===== src/rtl/msf_pkg.sv =====
// Shared constants, types and field helpers for the MSF time-code encoder and decoder.
// The A/B bit layout is described once here so both directions agree on it.
package msf_pkg;

   localparam int unsigned MSF_SLOTS = 10;
   localparam int unsigned MSF_SECS  = 60;

   localparam logic [7:0] MSF_MARKER_A     = 8'b0111_1110;
   localparam logic [5:0] MSF_MARKER_START = 6'd52;
   localparam logic [3:0] MSF_MARKER_LEN   = 4'd8;

   localparam logic [5:0] YEAR_START  = 6'd17;
   localparam logic [3:0] YEAR_LEN    = 4'd8;
   localparam logic [5:0] MONTH_START = 6'd25;
   localparam logic [3:0] MONTH_LEN   = 4'd5;
   localparam logic [5:0] DAY_START   = 6'd30;
   localparam logic [3:0] DAY_LEN     = 4'd6;
   localparam logic [5:0] DOW_START   = 6'd36;
   localparam logic [3:0] DOW_LEN     = 4'd3;
   localparam logic [5:0] HOUR_START  = 6'd39;
   localparam logic [3:0] HOUR_LEN    = 4'd6;
   localparam logic [5:0] MIN_START   = 6'd45;
   localparam logic [3:0] MIN_LEN     = 4'd7;

   localparam logic [5:0] B_BST_WARN = 6'd53;
   localparam logic [5:0] B_PAR_YEAR = 6'd54;
   localparam logic [5:0] B_PAR_DATE = 6'd55;
   localparam logic [5:0] B_PAR_DOW  = 6'd56;
   localparam logic [5:0] B_PAR_TIME = 6'd57;
   localparam logic [5:0] B_BST      = 6'd58;

   typedef enum logic {
      ST_IDLE,
      ST_RUN
   } msf_state_e;

   typedef struct packed {
      logic [7:0] year;
      logic [4:0] month;
      logic [5:0] day;
      logic [2:0] dow;
      logic [5:0] hour;
      logic [6:0] minute;
      logic       bst;
      logic       bst_warn;
   } msf_snapshot_t;

   function automatic logic in_field(input logic [5:0] sec, input logic [5:0] start,
                                     input logic [3:0] len);
      return (sec >= start) && ((sec - start) < {2'b00, len});
   endfunction

   // Fields go out MSB first, so the first second of a field carries bit len-1.
   function automatic logic field_bit(input logic [7:0] value, input logic [5:0] sec,
                                      input logic [5:0] start, input logic [3:0] len);
      return value[3'(len - 4'd1 - 4'(sec - start))];
   endfunction

endpackage


===== src/rtl/msf_frame_bits.sv =====
// Combinational map from (second, snapshot) to the MSF A and B data bits.
// Parity bits are odd parity, i.e. the inverted XOR reduction of the covered field bits.
module msf_frame_bits
   import msf_pkg::*;
(
   input  logic [5:0]    second,
   input  msf_snapshot_t snap,
   output logic          a_bit,
   output logic          b_bit
);

   logic par_year;
   logic par_date;
   logic par_dow;
   logic par_time;

   assign par_year = ~^snap.year;
   assign par_date = ~^{snap.month, snap.day};
   assign par_dow  = ~^snap.dow;
   assign par_time = ~^{snap.hour, snap.minute};

   always_comb begin
      a_bit = 1'b0;
      if (in_field(second, YEAR_START, YEAR_LEN))
         a_bit = field_bit(snap.year, second, YEAR_START, YEAR_LEN);
      else if (in_field(second, MONTH_START, MONTH_LEN))
         a_bit = field_bit({3'b000, snap.month}, second, MONTH_START, MONTH_LEN);
      else if (in_field(second, DAY_START, DAY_LEN))
         a_bit = field_bit({2'b00, snap.day}, second, DAY_START, DAY_LEN);
      else if (in_field(second, DOW_START, DOW_LEN))
         a_bit = field_bit({5'b00000, snap.dow}, second, DOW_START, DOW_LEN);
      else if (in_field(second, HOUR_START, HOUR_LEN))
         a_bit = field_bit({2'b00, snap.hour}, second, HOUR_START, HOUR_LEN);
      else if (in_field(second, MIN_START, MIN_LEN))
         a_bit = field_bit({1'b0, snap.minute}, second, MIN_START, MIN_LEN);
      else if (in_field(second, MSF_MARKER_START, MSF_MARKER_LEN))
         a_bit = field_bit(MSF_MARKER_A, second, MSF_MARKER_START, MSF_MARKER_LEN);

      // DUT1 is not transmitted, so B stays 0 outside the flag/parity seconds.
      case (second)
         B_BST_WARN: b_bit = snap.bst_warn;
         B_PAR_YEAR: b_bit = par_year;
         B_PAR_DATE: b_bit = par_date;
         B_PAR_DOW:  b_bit = par_dow;
         B_PAR_TIME: b_bit = par_time;
         B_BST:      b_bit = snap.bst;
         default:    b_bit = 1'b0;
      endcase
   end

endmodule


===== src/rtl/msf_frame_encoder.sv =====
// MSF 60 s frame generator: divides tick_i into 100 ms slots and emits the carrier envelope.
// The date/time snapshot is captured on entry to second 0 slot 0 and held for the whole frame.
module msf_frame_encoder
   import msf_pkg::*;
#(
   parameter int unsigned TICK_DIV = 1
) (
   input  logic       clk_i,
   input  logic       rst_ni,
   input  logic       tick_i,
   input  logic       enable_i,
   input  logic [7:0] year_i,
   input  logic [4:0] month_i,
   input  logic [5:0] day_i,
   input  logic [2:0] dow_i,
   input  logic [5:0] hour_i,
   input  logic [6:0] minute_i,
   input  logic       bst_i,
   input  logic       bst_warn_i,
   output logic       carrier_o,
   output logic [5:0] second_o,
   output logic       frame_start_o
);

   msf_state_e    state_reg;
   logic [7:0]    divider_reg;
   logic [3:0]    slot_reg;
   logic [5:0]    second_reg;
   msf_snapshot_t snapshot_reg;
   logic          carrier_reg;
   logic          frame_start_reg;

   logic          strobe;
   logic [3:0]    slot_next;
   logic [5:0]    second_next;
   logic          carrier_next;
   logic          a_bit;
   logic          b_bit;

   assign strobe = tick_i && (divider_reg == 8'(TICK_DIV - 1));

   // From IDLE the first strobe lands on second 0 slot 0.
   always_comb begin
      slot_next   = 4'd0;
      second_next = 6'd0;
      if (state_reg == ST_RUN) begin
         if (slot_reg == 4'(MSF_SLOTS - 1)) begin
            slot_next   = 4'd0;
            second_next = (second_reg == 6'(MSF_SECS - 1)) ? 6'd0 : second_reg + 6'd1;
         end else begin
            slot_next   = slot_reg + 4'd1;
            second_next = second_reg;
         end
      end
   end

   // The old snapshot is fine here: a fresh one only matters from second 1 on.
   msf_frame_bits u_bits (
      .second (second_next),
      .snap   (snapshot_reg),
      .a_bit  (a_bit),
      .b_bit  (b_bit)
   );

   always_comb begin
      carrier_next = 1'b1;
      if (second_next == 6'd0) begin
         carrier_next = (slot_next >= 4'd5);
      end else begin
         case (slot_next)
            4'd0:    carrier_next = 1'b0;
            4'd1:    carrier_next = ~a_bit;
            4'd2:    carrier_next = ~b_bit;
            default: carrier_next = 1'b1;
         endcase
      end
   end

   always_ff @(posedge clk_i or negedge rst_ni) begin
      if (!rst_ni) begin
         state_reg       <= ST_IDLE;
         divider_reg     <= 8'd0;
         slot_reg        <= 4'd0;
         second_reg      <= 6'd0;
         snapshot_reg    <= '0;
         carrier_reg     <= 1'b1;
         frame_start_reg <= 1'b0;
      end else begin
         frame_start_reg <= 1'b0;
         // Dropping enable aborts the frame and outranks a coincident strobe.
         if (!enable_i) begin
            state_reg   <= ST_IDLE;
            divider_reg <= 8'd0;
            slot_reg    <= 4'd0;
            second_reg  <= 6'd0;
            carrier_reg <= 1'b1;
         end else if (tick_i) begin
            if (strobe) begin
               divider_reg <= 8'd0;
               state_reg   <= ST_RUN;
               slot_reg    <= slot_next;
               second_reg  <= second_next;
               carrier_reg <= carrier_next;
               if ((slot_next == 4'd0) && (second_next == 6'd0)) begin
                  snapshot_reg    <= '{year: year_i, month: month_i, day: day_i, dow: dow_i,
                                       hour: hour_i, minute: minute_i, bst: bst_i,
                                       bst_warn: bst_warn_i};
                  frame_start_reg <= 1'b1;
               end
            end else begin
               divider_reg <= divider_reg + 8'd1;
            end
         end
      end
   end

   assign carrier_o     = carrier_reg;
   assign second_o      = second_reg;
   assign frame_start_o = frame_start_reg;

endmodule


===== config.mk =====
export PLATFORM = sky130hd
export DESIGN_NAME = msf_frame_encoder
export DESIGN_NICKNAME = d
export VERILOG_FILES = /design/src/rtl/msf_pkg.sv /design/src/rtl/msf_frame_bits.sv /design/src/rtl/msf_frame_encoder.sv
export SDC_FILE = /design/constraint.sdc
export NUM_CORES = 1
export LEC_CHECK = 0
export CAP_MARGIN = 20
export CORE_UTILIZATION = 45
export DETAILED_ROUTE_END_ITERATION = 6
export PLACE_DENSITY_LB_ADDON = 0.15
export SLEW_MARGIN = 15
export SYNTH_ARGS = -nofsm -noshare
export SYNTH_HDL_FRONTEND = slang
export SYNTH_SLANG_ARGS = --single-unit

===== constraint.sdc =====
create_clock -name clk_i -period 3.9 [get_ports clk_i]
set_input_delay 0.585 -clock clk_i [delete_from_list [all_inputs] [get_ports clk_i]]
set_output_delay 0.585 -clock clk_i [all_outputs]
set_load 0.01 [all_outputs]

==> results.py <==
metrics = {
    "routing": {
        "wl_um": 9056,
        "antenna_left": 0,
        "drtPass1Iterations": 4,
        "avgViaCountPerCell": 5.396,
        "dr.first_iter.drc_count": 156,
        "wl_per_cell_um": 14.65,
        "drc": 0,
        "num_vias": 3335,
    },
    "clocking": {
        "htree_levels": 3,
        "cts_num_sinks": 58,
        "holdBufCountCts": 0,
        "max-clock-path-buffers": 2,
        "cts_buffers": 9,
        "tritoncts": "done",
        "cts_root_buf": "clkbuf_8",
        "clk_latency_ps": 340,
        "path_clk_slew_ps": 70,
    },
    "floorplanning": {
        "initial_utilization_pct": 47.11,
        "ios": 49,
        "die_y_um": 95.22,
        "rows": 33,
        "design.core.area_um2": 8299,
        "dieArea_um2": 9066,
        "die_w_um": 95.22,
    },
    "timing": {
        "slew_violations": 0,
        "rsz0062_at_grt": "false",
        "fmax_mhz": 282.2,
        "worst_slew_pin_slew_ps": 829.4,
        "finalHoldViolCount": 0,
        "setup_violations": 0,
        "tns_ps": 0,
        "max_slew_margin_pct": 44.70,
        "whs_ps": 262.8,
        "fin_crit_sh_pct": 90.85,
        "finClkSkew_ps": 7.932,
        "post-route-min-period_ps": 3543,
        "post-route-worst-setup-slack_ps": 356.8,
    },
    "job": {
        "max_cap_viol_count": 0,
    },
    "setup_path": {
        "cp.required_ps": 4170,
        "cp_max_fo": 11,
        "end_kind": "flip-flop",
        "arrival_ps": 3810,
        "worstSetupPathType": "flip-flop to flip-flop",
        "cp-start-kind": "flip-flop",
        "worst-r2r-setup-slack_ps": 360,
    },
    "final_layout": {
        "seq_area_um2": 1453,
        "postLayoutCoreUtil_pct": 56.13,
        "multi_input_area_um2": 2306,
        "fillers": 754,
        "finalNetCount": 567,
        "drive_gt1_share_pct": 8.382,
        "largest_reg_flops": 37,
        "antenna_cells": 0,
        "area_growth_pct": 19.14,
    },
    "yosys": {
        "yosysSeqAreaShare_pct": 37.15,
        "syn-num-nets": 520,
        "ys_warn_count": 0,
        "ys.flop_type": "dfrtp_1",
        "synth_edf_count": 0,
        "synth_common_cells": "nand2_1, dfrtp_1, xnor2_1",
        "syn_area_um2": 3910,
        "synthCells": 461,
        "synth.area.top_cells": "dfrtp_1, nand2_1, xnor2_1, ha_1, xor2_1",
        "postSynth.asyncResetShare_pct": 100.0,
        "yosysMostFrequentCell": "nand2_1",
        "syn_area_per_cell_um2": 8.482,
        "synth_area_leader_cell": "dfrtp_1",
        "ys_types": 60,
        "synth_top_area_share_pct": 36.48,
        "synth.ff_latch_count": 58,
    },
    "grt": {
        "first_global_vias": 3131,
        "grt_remaining_overflow": 0,
        "use_met2_pct": 33.21,
        "met3_usage_pct": 4.226,
        "use_met1_pct": 31.99,
        "gr-usage-all-layers_pct": 22.34,
        "grt_pass1_wl_um": 15570,
        "grt_start_max_net_pins": 38,
        "top_usage_layer": "met2",
        "antenna_found_initial": 0,
    },
    "pwr": {
        "ir_worst_vdd_mv": 0.1846,
        "power_density_nw_per_um2": 399.4,
        "p_leak_uw": 0.002041,
    },
    "placed_design": {
        "port_buffers": 48,
        "hpwlAfterDp_um": 6645,
        "gp_congestion": 0.9392,
        "preCtsSetupSlack_ps": 328.4,
    },
    "min_path": {
        "hold_class": "primary input to async pin",
    },
    "outcome": {
        "outcome": "completed",
    },
}
[through the flow]
step                      instance area (um2)  std cells  total power (uW)
final                                    4658        618              1860
after global routing                     4658        618              1975
after CTS                                4657        618              1883
after detailed placement                 4472        602              1334
after global placement                   4472        602              1324
after floorplan                          3910        461              1177
[path summary, 6_finish.rpt]
check / end / startpoint / depth (start not counted)
worst max-delay path: carrier_o / slot_reg[0] / 14
worst min-delay path: divider_reg[3] / rst_ni / 1
worst max register to register: carrier_o / slot_reg[0] / 14
worst min register to register: snapshot_reg[0] / snapshot_reg[0] / 2
max in group asynchronous: snapshot_reg[18] / rst_ni / 2
min in group clk_i: snapshot_reg[0] / snapshot_reg[0] / 2
[worst max-delay path, cell delays in order (launching register included)]
cell      delay (ps)
dfrtp_1          470
ha_1             250
nand3b_1         330
or3_1            520
a21o_1           290
inv_2            180
ha_1             200
a21oi_1          110
inv_1             70
nand3_1           70
a211oi_1         300
o221ai_1         210
o41ai_1          130
o221ai_1         180
a22oi_2          170
[report_power, final]
part / internal [uW] / switching (uW)
logic: 284 / 245
clock network: 290 / 252
registers: 695 / 94.8
[cell families (layout without fill, tap and decap cells)]
family / after synthesis / after routing / share of synthesized area, %
adder cells (fa/ha/maj): 18 / 18 / 5.760
AO/OA/AOI/OAI: 71 / 71 / 12.77
XOR/XNOR: 46 / 46 / 10.30
buffers and inverters: 33 / 85 / 3.904
multiplexers: 14 / 14 / 4.736
AND/OR/NAND/NOR: 221 / 221 / 25.38
flip-flops: 58 / 58 / 37.15
[cells in the final DEF, fill, tap and decap left out, types with 7 or more instances in the layout]
cell type	count
a21boi_0	7
nor2_1	17
nand4_1	10
dfrtp_1	57
o21ai_0	12
xor2_1	9
a21oi_1	14
buf_4	7
xnor2_1	37
clkdlybuf4s50_1	47
nand2_1	143
ha_1	18
nand3_1	11
clkbuf_8	9
inv_1	11
nor3_1	9
[area by class of cell]
class,count,area share [%]
timing repair buffer,55,11.33
tap,105,2.820
sequential,58,31.18
clock buffer,10,2.740
inverter,14,1.182
clock inverter,6,1.236
multi-input combinational,370,49.50
[metal layers]
layer / vias up / share of wire, % / wire length (um)
li1: 1673 / - / -
met1: 1571 / 49 / 4434
met2: 79 / 45 / 4062
met3: 12 / 4.7 / 429
met4: 0 / 1.4 / 129
met5: - / 0 / 0
[timing repair]
item                                    in CTS  in global routing
gates resized for setup                      0                  1
endpoints found under the setup margin       0                  1
buffers inserted                             0                  0
Note: power is estimated with default switching activity, not from simulation.
